<file path="src/rtl/riscv_pkg.sv">
// -----------------------------------------------------------------------------
// riscv_pkg
// Shared definitions for the RV32I front end.
// - XLEN             : architectural data/address width
// - NOP_INSTR        : canonical NOP (addi x0, x0, 0)
// - DEFAULT_RESET_PC : first fetch address after reset
// - fetch_state_e    : fetch FSM state encodings
// - word_align       : clears the byte-offset bits of an address
// -----------------------------------------------------------------------------
package riscv_pkg;

  localparam int          XLEN             = 32;
  localparam logic [31:0] NOP_INSTR        = 32'h0000_0013;
  localparam logic [31:0] DEFAULT_RESET_PC = 32'h0000_0000;

  typedef enum logic [1:0] {
    S_BOOT = 2'd0,
    S_REQ  = 2'd1,
    S_WAIT = 2'd2,
    S_OUT  = 2'd3
  } fetch_state_e;

  // Force an XLEN address onto a 32-bit word boundary.
  function automatic logic [XLEN-1:0] word_align(input logic [XLEN-1:0] addr);
    return {addr[XLEN-1:2], 2'b00};
  endfunction

endpackage

</file>
<file path="src/rtl/ifu_pc_next.sv">
// -----------------------------------------------------------------------------
// ifu_pc_next
// Combinational next-PC logic for the fetch unit.
// Ports:
//   pc           in  n  current PC
//   pc_sel       in  1  1 = redirect to alu_target
//   alu_target   in  n  branch/jump target
//   pc_next      out n  PC to load on an advance
//   misalign_hit out 1  redirect requested with a non-word-aligned target
//   pc_plus4     out n  pc + 4, wrapping modulo 2^n
// -----------------------------------------------------------------------------
module ifu_pc_next #(
  parameter int n = 32
) (
  input  logic [n-1:0] pc,
  input  logic         pc_sel,
  input  logic [n-1:0] alu_target,
  output logic [n-1:0] pc_next,
  output logic         misalign_hit,
  output logic [n-1:0] pc_plus4
);

  // Sequential successor, target selection and alignment check.
  always_comb begin
    pc_plus4     = pc + n'(4);
    pc_next      = pc_plus4;
    misalign_hit = 1'b0;
    if (pc_sel) begin
      // Low two bits are dropped rather than trapping; the sticky flag records it.
      pc_next      = {alu_target[n-1:2], 2'b00};
      misalign_hit = (alu_target[1:0] != 2'b00);
    end else begin
      pc_next      = pc_plus4;
      misalign_hit = 1'b0;
    end
  end

endmodule

</file>
<file path="src/rtl/instr_fetch_unit.sv">
// -----------------------------------------------------------------------------
// instr_fetch_unit
// Front end of the single-issue RV32I core: owns the PC, issues one request
// at a time to instruction memory and presents instr/pc to decode.
// Ports:
//   clk, rst     in   clock, synchronous active-high reset
//   stall        in   downstream not ready; hold the presented instruction
//   PCSel        in   redirect to alu_target on an advance cycle
//   alu_target   in   redirect target from the ALU
//   imem_req     out  one-cycle request strobe
//   imem_addr    out  request address (valid with imem_req)
//   imem_rdata   in   fetched word (valid with imem_valid)
//   imem_valid   in   response strobe
//   instr, pc    out  presented instruction and its address
//   pc_plus4     out  pc + 4 (combinational from pc)
//   instr_valid  out  instr/pc meaningful
//   misalign     out  sticky misaligned-redirect flag
//   fetch_count  out  instructions consumed downstream
// -----------------------------------------------------------------------------
module instr_fetch_unit
  import riscv_pkg::*;
#(
  parameter int           n        = XLEN,
  parameter logic [n-1:0] RESET_PC = DEFAULT_RESET_PC
) (
  input  logic         clk,
  input  logic         rst,
  input  logic         stall,
  input  logic         PCSel,
  input  logic [n-1:0] alu_target,
  output logic         imem_req,
  output logic [n-1:0] imem_addr,
  input  logic [n-1:0] imem_rdata,
  input  logic         imem_valid,
  output logic [n-1:0] instr,
  output logic [n-1:0] pc,
  output logic [n-1:0] pc_plus4,
  output logic         instr_valid,
  output logic         misalign,
  output logic [31:0]  fetch_count
);

  fetch_state_e state_q, state_d;
  logic [n-1:0] pc_q, pc_d;
  logic [n-1:0] instr_q, instr_d;
  logic         instr_valid_q, instr_valid_d;
  logic         imem_req_q, imem_req_d;
  logic         misalign_q, misalign_d;
  logic [31:0]  fetch_count_q, fetch_count_d;

  logic [n-1:0] pc_next;
  logic         misalign_hit;

  ifu_pc_next #(.n(n)) u_pc_next (
    .pc           (pc_q),
    .pc_sel       (PCSel),
    .alu_target   (alu_target),
    .pc_next      (pc_next),
    .misalign_hit (misalign_hit),
    .pc_plus4     (pc_plus4)
  );

  // Next-state and datapath updates for the fetch FSM.
  always_comb begin
    state_d       = state_q;
    pc_d          = pc_q;
    instr_d       = instr_q;
    misalign_d    = misalign_q;
    fetch_count_d = fetch_count_q;

    case (state_q)
      S_BOOT: begin
        state_d = S_REQ;
      end
      S_REQ: begin
        // Any imem_valid here cannot belong to this request; ignore it.
        state_d = S_WAIT;
      end
      S_WAIT: begin
        if (imem_valid) begin
          instr_d = imem_rdata;
          state_d = S_OUT;
        end else begin
          state_d = S_WAIT;
        end
      end
      S_OUT: begin
        if (stall) begin
          // PCSel is not acted on while stalled; it is re-sampled on the advance.
          state_d = S_OUT;
        end else begin
          fetch_count_d = fetch_count_q + 32'd1;
          pc_d          = pc_next;
          misalign_d    = misalign_q | misalign_hit;
          state_d       = S_REQ;
        end
      end
      default: begin
        state_d = S_BOOT;
      end
    endcase

    // Strobes are registered from the state being entered.
    imem_req_d    = (state_d == S_REQ);
    instr_valid_d = (state_d == S_OUT);
  end

  // State and output registers; rst overrides every state.
  always_ff @(posedge clk) begin
    if (rst) begin
      state_q       <= S_BOOT;
      pc_q          <= RESET_PC;
      instr_q       <= n'(NOP_INSTR);
      instr_valid_q <= 1'b0;
      imem_req_q    <= 1'b0;
      misalign_q    <= 1'b0;
      fetch_count_q <= 32'd0;
    end else begin
      state_q       <= state_d;
      pc_q          <= pc_d;
      instr_q       <= instr_d;
      instr_valid_q <= instr_valid_d;
      imem_req_q    <= imem_req_d;
      misalign_q    <= misalign_d;
      fetch_count_q <= fetch_count_d;
    end
  end

  assign imem_req    = imem_req_q;
  assign imem_addr   = pc_q;
  assign instr       = instr_q;
  assign pc          = pc_q;
  assign instr_valid = instr_valid_q;
  assign misalign    = misalign_q;
  assign fetch_count = fetch_count_q;

endmodule

</file>
<file path="config.mk">
export PLATFORM = sky130hd
export DESIGN_NAME = instr_fetch_unit
export DESIGN_NICKNAME = d
export VERILOG_FILES = /design/src/rtl/riscv_pkg.sv /design/src/rtl/ifu_pc_next.sv /design/src/rtl/instr_fetch_unit.sv
export SDC_FILE = /design/constraint.sdc
export NUM_CORES = 1
export LEC_CHECK = 0
export ABC_AREA = 1
export CAP_MARGIN = 30
export CORE_MARGIN = 8
export CORE_UTILIZATION = 40
export DETAILED_ROUTE_END_ITERATION = 7
export MAX_ROUTING_LAYER = met4
export PLACE_DENSITY = 0.79
export SETUP_SLACK_MARGIN = 0.1
export SLEW_MARGIN = 10
export SYNTH_ARGS = -nofsm -noshare
export SYNTH_HDL_FRONTEND = slang
export SYNTH_HIERARCHICAL = 1
export SYNTH_SLANG_ARGS = --single-unit
</file>
<file path="constraint.sdc">
create_clock -name clk -period 1.45 [get_ports clk]
set_input_delay 0.2175 -clock clk [delete_from_list [all_inputs] [get_ports clk]]
set_output_delay 0.2175 -clock clk [all_outputs]
set_load 0.02 [all_outputs]
</file>
==> out/metrics.cfg, run 1 <==
[sta]
fin_ws_ps = -508
fmax_ghz = 0.511
worstMarginPinSlew_ps = 322
setup_viol_count_final = 65
hold_violations = 0
slew_violations = 0
relSlewSlack_pct = 78.4
period_needed_ps = 1960
hold_ws_ps = 440
skew_ps = 8.88
rsz0062_at_grt = yes
fin_crit_sh_pct = 135
fin_setup_tns_ps = -14550

[hold_path]
min_to = instr[0]$_SDFFE_PP1P_
hp-start = imem_rdata[0]
holdPathStages = 3
hold_class = in -> reg

[floorplanning]
die_area_sq_um = 18200
initial_core_util_pct = 40.9
core_area_sq_um = 13800
die_w_um = 135
design.portCount = 232
num_rows = 43
die_y_um = 135

[route]
wirelength_mm = 25.0
wire_per_inst_um = 18.1
drt_first_pass_iters = 5
first_iter_violations = 583
num_vias = 7157
viasPerCell = 5.17
antenna_left = 0
drc = 0

[global_routing]
grt_pass1_wl_mm = 33.4
gr-total-overflow = 0
antenna_found_initial = 1
grt_max_degree = 49
grt_use_total_pct = 23.4
first_global_vias = 6679

[cells_and_area]
final_core_util_pct = 76.1
fin_nets = 1270
area_growth_syn_to_layout_pct = 86.0
drive_above_1_share_pct = 44.3

[logic_synthesis]
synth_ff_type = dfxtp_1
ys_types = 32
postSynth.asyncResetShare_pct = 0
syn-num-nets = 956
synth-seq-area-share_pct = 35.7
synthesis.area_sq_um = 5660
yosys.area.top_type = dfxtp_1
synth_top_area_share_pct = 35.7
yosysWarnings = 6
synth_cells = 885
ys_ff_latch = 101
synth_edf_count = 0
synth_area_per_cell_sq_um = 6.39
ys_top_cells_by_area = dfxtp_1 (36%), nand2_1 (15%), nor2_1 (14%)

[pwr]
combPwrFrac_pct = 23.8
power_density_nw_per_um2 = 685
ir_drop_mv = 0.518
p_leak_nw = 4.76
p_seq_share_pct = 41.4
power_frac_clock_pct = 34.8
switching_share_pct = 30.3
p_switching_mw = 2.19
internal-power_mw = 5.02

[job]
maxCapViolCount = 0

[setup_path]
critical_path.reg2reg.endpoint = imem_addr[30]$_SDFFE_PP0P_
rrSetupSlack_ps = -230
crit_family = buffers and inverters
crit_path_end_kind = primary output
rr_worst_depth = 13
path_buf_inv = 4
slowest_delay_ps = 370
start_kind = register
crit_path_top_delay_cell = dfxtp_4
r2r-start = imem_addr[13]$_SDFFE_PP0P_
worstPathRequired_ps = 1230
crit_fanout = 3
crit_chain = nand2_1 -> buf_4 -> nor2_2 -> inv_2 -> nor2_4 -> buf_12 -> xor2_4 -> buf_6
critPathArrivalTime_ps = 1740
critPathKind = reg -> out

[clocking]
cts_tree = built
clock-sinks = 101
clock-root-buffer = clkbuf_16
clk_latency_ps = 350
clockBufferDepth = 2
cts-htree-levels = 3
numCtsBuffers = 9
hold_buffers = 0
path_clk_slew_ps = 70

[run_status]
status = finished with violations
violations = setup timing

[placement]
dp_hpwl_mm = 15.3
gp_congestion = 0.888
pre_cts_ws_ps = -611
numPortBuffers = 231

[metal layers]
layer / track usage [%] / wire length, um / vias up
met1: 26.8 / 9700 / 3376
met5: - / 0 / -
met3: 5.20 / 1710 / 77
met2: 38.7 / 12600 / 331
li1: - / - / 3373
met4: 10.2 / 954 / 0
[per-stage QoR]
step,power [mW],cell area (sq um),instances
floorplan,3.73,5960,885
CTS,6.93,9490,1351
finish,7.21,10500,1385
detailed placement,4.50,8850,1319
global placement,4.48,8850,1319
global route,7.46,10500,1385
[what timing repair did]
action / in CTS / in global routing
endpoints found under the setup margin: 229 / 159
pin swaps: 74 / 144
gates resized for setup: 527 / 296
setup buffers: 17 / 28
cloned: 1 / 9
hold endpoints to repair: 0 / 0
[layout make-up]
| class | count | area (sq um) |
|---|---|---|
| flip-flops and latches | 101 | 2130 |
| multi-input cells | 651 | 4080 |
| clock buffers | 11 | 264 |
| fillers | 966 | 3310 |
| well taps | 180 | 225 |
| clock inverters | 5 | 38.8 |
| inverters | 68 | 273 |
| diodes | 1 | 2.50 |
| repair buffers | 368 | 3510 |
[cell usage after synthesis (8+ instances only)]
library cell  count
a21oi_1          18
buf_4            35
clkbuf_1         24
dfxtp_1         101
inv_1            64
nand2_1         231
nand3_1          46
nand3b_1          8
nor2_1          204
nor2_2           11
nor2_4            9
o21ai_0          72
[sequential cells by signal (all words and copies together) (netlist names)]
name,flops
fetch_count,32
imem_addr,32
instr,32
state_q,2
imem_req,1
instr_valid,1
misalign,1
[kinds of logic after synthesis]
kind of cell	count (synthesis)	share of synthesized area, %
flops	101	35.7
xor+xnor	16	3.41
buf+inv	133	11.3
fa+ha+maj	2	0.442
simple gates	538	40.7
compound gates	95	8.49
[placed cells by master (no fill, tap or decap), types with 3 or more instances in the layout]
master,n
a21oi_2,5
clkbuf_2,11
nor2_2,29
nand3_2,19
clkdlybuf4s50_1,68
o21ai_1,7
buf_2,35
nand3_4,9
o21ai_0,40
dfxtp_1,54
nand3b_1,8
o21ai_2,27
nand2_2,47
buf_4,88
clkbuf_16,16
buf_6,60
nand3_1,18
inv_1,52
inv_2,11
dfxtp_2,26
nor2_1,152
and2_4,3
buf_12,12
nand4_1,7
inv_4,4
dfxtp_4,21
xor2_4,10
nand2_1,181
clkdlybuf4s15_1,11
clkdlybuf4s15_2,24
nor2_4,43
dlygate4sd2_1,51
xnor2_4,4
a21oi_1,13
nand2_4,11
[worst min-delay path, delay by kind of cell]
family / cells / cell delay, ps
AND/OR/NAND/NOR: 2 / 130
buffers and inverters: 1 / 390
[power by group through the flow]
stage	logic [mW]	clock network, mW	registers, mW
global route	1.82	2.64	3.00
finish	1.72	2.51	2.98
floorplan	0.524	0	3.20
detailed placement	1.47	0	3.03
CTS	1.44	2.52	2.97
global placement	1.46	0	3.03
[how the worst max path moves through the flow]
stage,start,to,slack [ps],cells after the start
3_3_place_gp,imem_addr[3]$_SDFFE_PP0P_,pc_plus4[30],-580,8
4_1_cts,imem_addr[3]$_SDFFE_PP0P_,pc_plus4[30],-480,9
2_1_floorplan,imem_addr[3]$_SDFFE_PP0P_,imem_addr[30]$_SDFFE_PP0P_,-170,12
6_report,imem_addr[13]$_SDFFE_PP0P_,pc_plus4[14],-510,8
5_1_grt,imem_addr[3]$_SDFFE_PP0P_,pc_plus4[14],-590,8
3_5_place_dp,imem_addr[2]$_SDFFE_PP0P_,pc_plus4[24],-610,8
Note: power is estimated with default switching activity, not from simulation.
==> run 2, diff against run 1 <==
CORE_UTILIZATION = 25   (was 40)
GPL_TIMING_DRIVEN = 0   (was default)
PLACE_DENSITY = 0.54   (was 0.79)
SLEW_MARGIN = default   (was 10)
==> out/metrics.cfg, run 2 (synthesis gave the netlist of run 1 again) <==
[clocking]
numCtsBuffers = 9
cts_tree = built
cts-htree-levels = 3
hold_buffers = 0
clockBufferDepth = 2
clock-root-buffer = clkbuf_16
clk_latency_ps = 350
clock-sinks = 101
path_clk_slew_ps = 70

[hold_path]
hold_class = in -> reg

[setup_path]
critPathArrivalTime_ps = 1750
start_kind = register
worstPathRequired_ps = 1230
critPathKind = reg -> out
crit_fanout = 5
crit_path_end_kind = primary output

[global_routing]
grt_use_total_pct = 16.7
antenna_found_initial = 0
grt_max_degree = 17
grt_pass1_wl_mm = 36.2
gr-total-overflow = 0
first_global_vias = 6614

[route]
drt_first_pass_iters = 6
viasPerCell = 4.48
num_vias = 6773
antenna_left = 0
wire_per_inst_um = 15.8
wirelength_mm = 23.8
first_iter_violations = 272
drc = 0

[placement]
dp_hpwl_mm = 17.3
pre_cts_ws_ps = -713
gp_congestion = 0.873
numPortBuffers = 230
dpl_cell_area_sq_um = 8620

[pwr]
power_density_nw_per_um2 = 647
ir_drop_mv = 0.514
p_leak_nw = 4.86

[cells_and_area]
final_common_cell = nand2_1
fin_area_sq_um = 10700
area_growth_syn_to_layout_pct = 89.0
final_core_util_pct = 47.7
final_cell_mix = nand2_1 (183), nor2_1 (163), buf_6 (98)
fin_nets = 1293
drive_above_1_share_pct = 41.4

[floorplanning]
num_rows = 55
die_w_um = 166
die_y_um = 166
die_area_sq_um = 27700
design.portCount = 232
initial_core_util_pct = 25.2
core_area_sq_um = 22400

[sta]
fin_ws_ps = -519
worstMarginPinSlew_ps = 606
setup_viol_count_final = 62
rsz0062_at_grt = yes
fin_crit_sh_pct = 136
slew_violations = 0
hold_violations = 0
relSlewSlack_pct = 59.6
fmax_ghz = 0.508
hold_ws_ps = 366
skew_ps = 10.2
period_needed_ps = 1970

[job]
maxCapViolCount = 0

[run_status]
status = finished with violations
violations = setup timing

[run 2: cell count changes in the layout (fill, tap and decap cells not counted), moves of 7 or more]
cell | before | now
buf_6 | 60 | 98
o21ai_0 | 40 | 66
o21ai_2 | 27 | 4
buf_2 | 35 | 18
dfxtp_4 | 21 | 35
nor2_1 | 152 | 163
nor2_4 | 43 | 32
buf_4 | 88 | 78
clkbuf_1 | 0 | 9
dfxtp_1 | 54 | 45
clkbuf_2 | 11 | 18
[run 2: worst paths after layout]
kind                                                 from                          to  slack [ps]  cells after the start
worst min register to register      misalign$_SDFFE_PP0P_       misalign$_SDFFE_PP0P_         450                      2
worst min-delay path                                PCSel  imem_addr[30]$_SDFFE_PP0P_         370                      5
worst max-delay path            imem_addr[4]$_SDFFE_PP0P_                pc_plus4[27]        -520                      9
worst max register to register  imem_addr[2]$_SDFFE_PP0P_  imem_addr[30]$_SDFFE_PP0P_        -370                     14
[run 2: critical path, stage by stage (launching register included)]
cell and delay [ps]:
dfxtp_4 380, nand2_2 80, nor2_4 200, nand2_4 120
nor2_4 200, buf_6 120, nand2_2 40, nand2_2 60
nand2_2 70, buf_6 130
[run 2: layer usage]
metal,up-vias,track usage [%],wire [um]
met5,-,-,0
met4,0,4.62,410
li1,3416,-,-
met2,191,27.3,11500
met3,22,4.78,1750
met1,3144,19.9,10200
[run 2: stage by stage]
stage / power, mW / std cells / TNS (ps)
2_1_floorplan: 3.73 / 885 / -2200
3_3_place_gp: 4.47 / 1400 / -52700
3_5_place_dp: 4.48 / 1400 / -53810
4_1_cts: 6.84 / 1471 / -15130
5_1_grt: 7.24 / 1512 / -23070
6_report: 6.92 / 1513 / -16220
[run 2: what timing repair did]
action,in CTS,in global routing
gates resized for setup,634,242
setup endpoints to repair,256,167
buffers inserted,55,43
cloned,0,4
pin swaps,81,99
[run 2: final cells by class]
class,count,area (sq um)
Multi-Input combinational cell,651,3900
Timing Repair Buffer,326,3230
Clock buffer,13,240
Buffer,65,479
Tap cell,285,357
Inverter,68,285
Sequential cell,101,2180
Fill cell,2267,11700
Clock inverter,3,20.0
Antenna cell,1,2.50
[run 2: power breakdown]
part	internal [mW]	switching (mW)
combinational	0.814	0.836
sequential	2.86	0.109
clock	1.18	1.12
